### config.mk
export PLATFORM = sky130hd
export DESIGN_NAME = mux4x1_rr_arbiter
export DESIGN_NICKNAME = d
export VERILOG_FILES = /design/src/rtl/mux4x1_rr_arbiter.sv
export SDC_FILE = /design/constraint.sdc
export NUM_CORES = 1
export LEC_CHECK = 0
export BUFFER_PORTS_ARGS = -buffer_cell sky130_fd_sc_hd__buf_2
export CORE_MARGIN = 4
export CORE_UTILIZATION = 56
export CTS_BUF_LIST = sky130_fd_sc_hd__clkbuf_4 sky130_fd_sc_hd__clkbuf_8
export CTS_CLUSTER_DIAMETER = 50
export DETAILED_ROUTE_END_ITERATION = 8
export PLACE_DENSITY = 0.8
export SLEW_MARGIN = 20
export SYNTH_ARGS = -nofsm -noshare
export SYNTH_HDL_FRONTEND = slang
export SYNTH_SLANG_ARGS = --single-unit
### constraint.sdc
create_clock -name clk -period 1.95 [get_ports clk]
set_input_delay 0.0975 -clock clk [delete_from_list [all_inputs] [get_ports clk]]
set_output_delay 0.0975 -clock clk [all_outputs]
set_load 0.05 [all_outputs]
### src/rtl/mux4x1_rr_arbiter.sv
`default_nettype none
// ============================================================================
// Module      : mux4x1_rr_arbiter
// Description : Round-robin arbiter sharing one 4:1 bit-select mux among four
//               requesters. Grants one requester at a time for a bounded
//               burst and drives the mux sel lines plus a one-hot grant.
// Revision    : 1.0 - initial release
// ============================================================================
module mux4x1_rr_arbiter #(
  parameter int BURST_LEN = 4,
  parameter int CNT_W     = 4
) (
  input  logic       clk,
  input  logic       reset,
  input  logic [3:0] req,
  output logic [3:0] grant,
  output logic [1:0] sel,
  output logic       selValid,
  output logic       lastCycle
);

  localparam logic [CNT_W-1:0] C_BURST = CNT_W'(BURST_LEN);
  localparam logic [CNT_W-1:0] C_ONE   = CNT_W'(1);

  typedef enum logic [0:0] {
    S_IDLE  = 1'b0,
    S_GRANT = 1'b1
  } state_t;

  state_t           state_q, state_d;
  logic [3:0]       grant_q, grant_d;
  logic [1:0]       sel_q,   sel_d;
  logic [1:0]       ptr_q,   ptr_d;
  logic [CNT_W-1:0] cnt_q,   cnt_d;

  // Returns {found, index}: first set bit of r scanning p, p+1, p+2, p+3.
  // The loop runs downward so the nearest candidate overwrites the others.
  function automatic logic [2:0] pick(input logic [3:0] r, input logic [1:0] p);
    logic [2:0] res;
    logic [1:0] idx;
    res = 3'b000;
    for (int k = 3; k >= 0; k--) begin
      idx = p + 2'(k);
      if (r[idx]) res = {1'b1, idx};
    end
    return res;
  endfunction

  // While granting, sel_q always names the current owner, so it doubles as
  // the owner index; the scan base after release is owner+1.
  logic [1:0] w_owner;
  logic [1:0] w_base;
  logic [2:0] w_pick;
  logic       w_release;

  assign w_owner   = sel_q;
  assign w_base    = (state_q == S_GRANT) ? (w_owner + 2'd1) : ptr_q;
  assign w_pick    = pick(req, w_base);
  assign w_release = (~req[w_owner]) | (cnt_q == C_BURST);

  // Next-state logic: idle acquisition, burst counting and owner hand-off.
  always_comb begin
    state_d = state_q;
    grant_d = grant_q;
    sel_d   = sel_q;
    ptr_d   = ptr_q;
    cnt_d   = cnt_q;
    case (state_q)
      S_IDLE: begin
        if (w_pick[2]) begin
          grant_d = 4'b0001 << w_pick[1:0];
          sel_d   = w_pick[1:0];
          cnt_d   = C_ONE;
          state_d = S_GRANT;
        end
      end
      S_GRANT: begin
        if (w_release) begin
          // Pointer moves past the releasing owner, making it lowest priority.
          ptr_d = w_owner + 2'd1;
          if (w_pick[2]) begin
            grant_d = 4'b0001 << w_pick[1:0];
            sel_d   = w_pick[1:0];
            cnt_d   = C_ONE;
          end else begin
            // sel deliberately holds so the mux keeps its last selection.
            grant_d = 4'b0000;
            cnt_d   = '0;
            state_d = S_IDLE;
          end
        end else begin
          cnt_d = cnt_q + C_ONE;
        end
      end
      default: begin
        state_d = S_IDLE;
        grant_d = 4'b0000;
        cnt_d   = '0;
      end
    endcase
  end

  // State registers with synchronous reset that overrides any burst.
  always_ff @(posedge clk) begin
    if (reset) begin
      state_q <= S_IDLE;
      grant_q <= 4'b0000;
      sel_q   <= 2'b00;
      ptr_q   <= 2'b00;
      cnt_q   <= '0;
    end else begin
      state_q <= state_d;
      grant_q <= grant_d;
      sel_q   <= sel_d;
      ptr_q   <= ptr_d;
      cnt_q   <= cnt_d;
    end
  end

  assign grant     = grant_q;
  assign sel       = sel_q;
  assign selValid  = |grant_q;
  assign lastCycle = (state_q == S_GRANT) && (cnt_q == C_BURST);

endmodule
`default_nettype wire

-- Word level (Yosys, flattened, before mapping)
Cells that the tools add are included.
W data, S select, Z words.
- add/subtract/negate cells: 5
- order comparisons: 5
- equality and inequality tests: 3
- shift-type cells: 1
- mux-type cells: 29
- bitwise gates (word level): 3
- reductions and logical operators: 4
- operators with widths (kind ; count):
    $mux W4 ; 5
    $pmux W4 S2 ; 2
    $lt A2 B3 Y1 const B ; 5
    $mux W3 ; 4
    $bmux W1 S2 ; 5
    $mux W1 ; 8
    $mux W2 ; 3
    $add A2 B1 Y2 const B ; 2
    $add A2 B2 Y2 const B ; 2
    $add A4 B1 Y4 const B ; 1
    $eq A4 B3 Y1 const B ; 1
    $pmux W2 S2 ; 1
    $reduce_and A2 Y1 ; 2
    $reduce_or A4 Y1 ; 1
    $shl A1 B2 Y4 const A ; 1
    $ne A2 B1 Y1 const B ; 1
    $ne A2 B2 Y1 const B ; 1
    $not A1 Y1 ; 2
    $pmux W1 S2 ; 1
    $logic_and A1 B1 Y1 ; 1
    $or A1 B1 Y1 ; 1
- bits in registers: 13
- input port bits: 6
- output and inout bits: 8
- word-level logic and storage cells: 55

-- Longest topological paths before layout
- word-level depth: 13
- mapped depth: 8
- depth with buffers taken out: 7

-- Worst setup path after synthesis
Ideal clock, no wire load.
- path type: register -> register
- from: register sel_q[0] (netlist: sel[0])
- to: register grant_q[0] (netlist: grant[0])
- setup time: 60 ps
- data arrival time: 1999 ps
- data required time: 1890 ps
- setup slack: -109 ps
- stages on the path, launching flop included: 6
- path buffers: 1
- clock period less this slack: 2059 ps
- cells stage by stage: dfxtp_1 mux4_2 and3_4 buf_6 nor4_2 a22o_1
- longest elaborated chain between the ends: 13
- elaborated cells on any way between the ends: 29
- classes of those cells: add/sub: 4; eq/ne: 2; shift: 1; mux: 19; bitwise: 2; reduce/logical: 1
- RTL lines (what ; RTL line ; source):
    start, declared ; 32 ; logic [1:0] sel_q, sel_d;
    start signal, assigned ; 114 ; sel_q <= sel_d;
    $add A2 B1 Y2 ; 57 ; assign w_base = (state_q == S_GRANT) ? (w_owner + 2'd1) : ptr_q;
    $mux W2 ; 57 ;
    $add A2 B2 Y2 ; 43 ; idx = p + 2'(k);
    $bmux W1 S2 ; 44 ; if (r[idx]) res = {1'b1, idx};
    $mux W1 (not written as such) ; 44 ;
    $mux W3 (4 in series) ; 44 ;
    $shl A1 B2 Y4 ; 71, 82 ;
    $mux W4 ; 81 ; if (w_pick[2]) begin
    $mux W4 ; 78 ; if (w_release) begin
    $pmux W4 S2 ; 68 ; case (state_q)
    end signal, assigned ; 113 ; grant_q <= grant_d;
    end, declared ; 31 ; logic [3:0] grant_q, grant_d;
Parallel ways exist; a longest one is shown, timed or not. The select of a mux whose other input is x is not followed.
A chain may end at the register's enable or synchronous reset.

-- Worst setup path in the final report
- from: register state_q
- to: register grant_q[0] (netlist: grant[0])
- longest elaborated chain between the ends: 12
- elaborated cells on any way between the ends: 25
- classes of those cells: add/sub: 3; eq/ne: 2; shift: 1; mux: 17; bitwise: 1; reduce/logical: 1
- RTL lines (what ; RTL line ; source):
    start, declared ; 30 ; state_t state_q, state_d;
    start signal, assigned ; 112 ; state_q <= state_d;
    $mux W2 ; 57 ;
    $add A2 B2 Y2 ; 43 ;
    $bmux W1 S2 ; 44 ;
    $mux W1 (not written as such) ; 44 ;
    $mux W3 (4 in series) ; 44 ;
    $shl A1 B2 Y4 ; 71, 82 ;
    $mux W4 ; 81 ;
    $mux W4 ; 78 ;
    $pmux W4 S2 ; 68 ;
Parallel ways exist; a longest one is shown, timed or not. The select of a mux whose other input is x is not followed.

==> impl_metrics.sql <==
INSERT INTO impl_metrics (metric_group, metric, value, unit) VALUES
('outcome', 'run_status', 'finished clean', ''),
('die', 'core_area', '0.001301', 'mm2'),
('placed_design', 'place_congestion', '0.8459', ''),
('logic_synthesis', 'synth.area.top_cells', 'dfxtp_1, nor2_1, a2111oi_4', ''),
('layout', 'post_layout_nonfiller_instances', '118', ''),
('route', 'routed-via-count', '697', ''),
('route', 'routed_wirelength', '1.620', 'mm'),
('sta', 'final-setup-viol-count', '0', ''),
('worst_setup_path', 'critPathMaxFanout', '11', ''),
('worst_setup_path', 'worst-endpoint-arrival', '1.89', 'ns'),
('power', 'power.clock.fraction', '0.248', ''),
('sta', 'unrepaired_setup_endpoints_after_global_routing', 'no', ''),
('global_route', 'grt_max_degree', '12', ''),
('clocking', 'number_of_post_cts_setup_repair_buffers', '0', ''),
('clocking', 'tritoncts', 'done', ''),
('clocking', 'cts_resized', '0', ''),
('power', 'totalPowerFinal', '0.7383', 'mW'),
('logic_synthesis', 'synthesis.nets', '96', ''),
('placed_design', 'placedCellCount', '114', ''),
('power', 'total_switching_power', '0.2738', 'mW'),
('global_route', 'grt_first_pass_wirelength', '2.829', 'mm'),
('logic_synthesis', 'netlist.top_cell.by_area', 'dfxtp_1', ''),
('die', 'design.die.area', '0.002050', 'mm2'),
('power', 'leakage', '0.3613', 'nW'),
('route', 'ant_nets', '0', ''),
('die', 'floorplan.initialDensity', '0.5981', ''),
('logic_synthesis', 'synth.cell_area', '778.2', 'um2'),
('die', 'rows', '13', ''),
('power', 'power_frac_comb', '0.325', ''),
('global_route', 'first_global_vias', '651', ''),
('power', 'seq_power_share', '0.427', ''),
('sta', 'fin_crit', '1.712', 'ns'),
('worst_setup_path', 'start_kind', 'flop', ''),
('flow_run', 'drv.max_cap_violation_count', '0', ''),
('logic_synthesis', 'synth_cells', '88', ''),
('logic_synthesis', 'synth-seq-cells', '13', ''),
('placed_design', 'dpl_worst_slack', '0.2637', 'ns'),
('power', 'power_per_cell_area', '838.1', 'mW/mm2'),
('sta', 'layout_setup_ws', '0.2376', 'ns'),
('layout', 'antenna-diode-count', '0', ''),
('logic_synthesis', 'syn-mean-instance-area', '8.844', 'um2'),
('power', 'swShare', '0.3709', ''),
('sta', 'worstMarginPinSlew', '0.5631', 'ns'),
('logic_synthesis', 'yosys_warnings', '0', ''),
('clocking', 'clock_path_buffers', '2', ''),
('layout', 'num-nets-final', '112', ''),
('route', 'route.detailed.drc', '0', ''),
('route', 'dr.first_iter.drc_count', '12', ''),
('layout', 'finish.utilization', '0.6769', ''),
('power', 'power.internal', '0.4644', 'mW'),
('power', 'worst_ir_drop_vdd', '575.2', 'uV'),
('sta', 'tns', '0', 'ns'),
('route', 'detail_route.wl_per_cell', '13.73', 'um'),
('sta', 'maxSlewViolCount', '0', ''),
('global_route', 'number_of_antenna_violations_at_the_first_check_in_global_routing', '0', ''),
('worst_setup_path', 'end_kind', 'flop', ''),
('die', 'die_h', '45.28', 'um'),
('placed_design', 'place.port_buffers', '13', ''),
('clocking', 'clk_transition_reported_paths', '0.08', 'ns'),
('layout', 'area_growth', '13.18', '%'),
('global_route', 'grt_usage', '0.1971', ''),
('clocking', 'cts-root-buf', 'clkbuf_4', ''),
('sta', 'finalClockSkew', '0.002274', 'ns'),
('layout', 'fill_cells', '111', ''),
('clocking', 'worstSkewPairLatency', '0.28', 'ns'),
('logic_synthesis', 'ys_types', '37', ''),
('clocking', 'ctsHoldBuffers', '0', ''),
('global_route', 'global_route.overflow_total', '0', ''),
('sta', 'timing.fmax', '0.5840', 'GHz'),
('clocking', 'cts_sinks', '13', ''),
('route', 'detailedRoute.firstPassIterationCount', '4', ''),
('hold_path', 'hp-class', 'primary input to flop', ''),
('placed_design', 'sum_of_net_half_perimeters_after_detailed_placement', '1.258', 'mm'),
('die', 'die_width', '45.28', 'um'),
('clocking', 'numCtsBuffers', '3', ''),
('logic_synthesis', 'synth_seq_area_share', '0.3344', ''),
('logic_synthesis', 'yosys.area.top_type_share', '0.3344', ''),
('sta', 'max-slew-margin-rel', '0.6214', ''),
('clocking', 'cts.htree.levels', '1', ''),
('die', 'floorplan.io_pins', '14', ''),
('route', 'routed_via_density', '5.907', ''),
('layout', 'post_route_cells_drive_above_1_share', '0.2718', ''),
('worst_setup_path', 'worst_ep_required_time', '2.13', 'ns'),
('sta', 'timing_hold_violations_final', '0', ''),
('worst_setup_path', 'criticalPathCategory', 'flop to flop', ''),
('sta', 'timing.final.crit_share', '0.8781', '');
## metrics by stage
step	hold slack, ns	area [um2]
floorplan	0.2776	779.5
global placement	0.4138	850.8
detailed placement	0.4202	850.8
CTS	0.1234	880.8
global route	0.1394	880.8
finish	0.1238	880.8
## per-layer routing
metal / wire length [um] / vias up / track usage
met1: 742 / 331 / 0.2257
met2: 767 / 11 / 0.3164
li1: - / 351 / -
met3: 68 / 4 / 0.05976
met4: 43 / 0 / 0.1228
met5: 0 / - / 0
## final timing paths
check	startpoint	slack [ns]	end	depth (start not counted)
min reg2reg	grant[3]	0.46	grant[3]	2
min	reset	0.12	sel[1]	2
max	state_q	0.24	grant[0]	5
max reg2reg	state_q	0.24	grant[0]	5
## placed cells by master (no fill, tap or decap), drive strengths merged, types with 2 or more instances in the layout
master   n
buf     14
dfxtp   13
nor2    11
inv      7
nand2    7
o21ai    5
nand3    4
a21oi    4
clkbuf   4
a211oi   3
nand3b   2
or3      2
mux2i    2
nor4     2
a22o     2
ha       2
or2      2
## cells in the mapped netlist
| library cell | n |
|---|---|
| buf_6 | 1 |
| and2b_2 | 1 |
| a41o_1 | 1 |
| o221ai_1 | 1 |
| or2_1 | 1 |
| a31oi_1 | 1 |
| xnor2_1 | 1 |
| ha_1 | 2 |
| inv_1 | 7 |
| and3_4 | 1 |
| a22oi_1 | 1 |
| nand2_1 | 7 |
| nor4_2 | 2 |
| a2111oi_4 | 1 |
| a211oi_1 | 3 |
| o211ai_1 | 1 |
| or2_2 | 1 |
| or4_1 | 1 |
| o21ai_0 | 2 |
| a21oi_1 | 4 |
| clkbuf_1 | 1 |
| or3_1 | 2 |
| a221oi_2 | 1 |
| nor2_1 | 11 |
| nand4bb_1 | 1 |
| and2_1 | 1 |
| buf_2 | 1 |
| a21o_1 | 1 |
| a311oi_2 | 1 |
| dfxtp_1 | 13 |
| mux2i_1 | 2 |
| mux4_2 | 1 |
| o21ai_1 | 3 |
| nand3b_1 | 2 |
| a22o_1 | 2 |
| nand3_1 | 4 |
| or2b_1 | 1 |
## power groups by stage
stage	registers, mW	logic, mW	clock network (mW)
2_1_floorplan	0.362	0.146	0
6_report	0.315	0.240	0.183
4_1_cts	0.315	0.241	0.188
3_3_place_gp	0.321	0.236	0
3_5_place_dp	0.322	0.240	0
5_1_grt	0.320	0.260	0.203
## logic make-up after synthesis
logic type,after synthesis,share of synthesized area
adder cells (fa/ha/maj),2,0.03215
buffers and inverters,10,0.05948
multiplexers,3,0.05466
AND/OR/NAND/NOR,36,0.2637
XOR/XNOR,1,0.01126
flip-flops,13,0.3344
AO/OA/AOI/OAI,23,0.2444
## sequential cells by signal, indices dropped and copies added, names as in the netlist
signal,cells
state_q,1
cnt_q,4
sel,2
ptr_q,2
grant,4
## critical path, stage by stage (launching register included)
cell	delay (ns)
dfxtp_1	0.55
nor2_1	0.14
a21o_1	0.21
a221oi_2	0.40
inv_1	0.10
a22o_1	0.20
## area by class of cell
type,instances,area [um2],share of cell area
well taps,15,18.77,0.02131
repair buffers,14,72.57,0.08239
flip-flops and latches,13,261.5,0.2969
inverters,7,26.28,0.02983
multi-input cells,65,471.7,0.5355
clock buffers,4,30.03,0.03409
No activity file was read; power rests on OpenSTA's default activity.
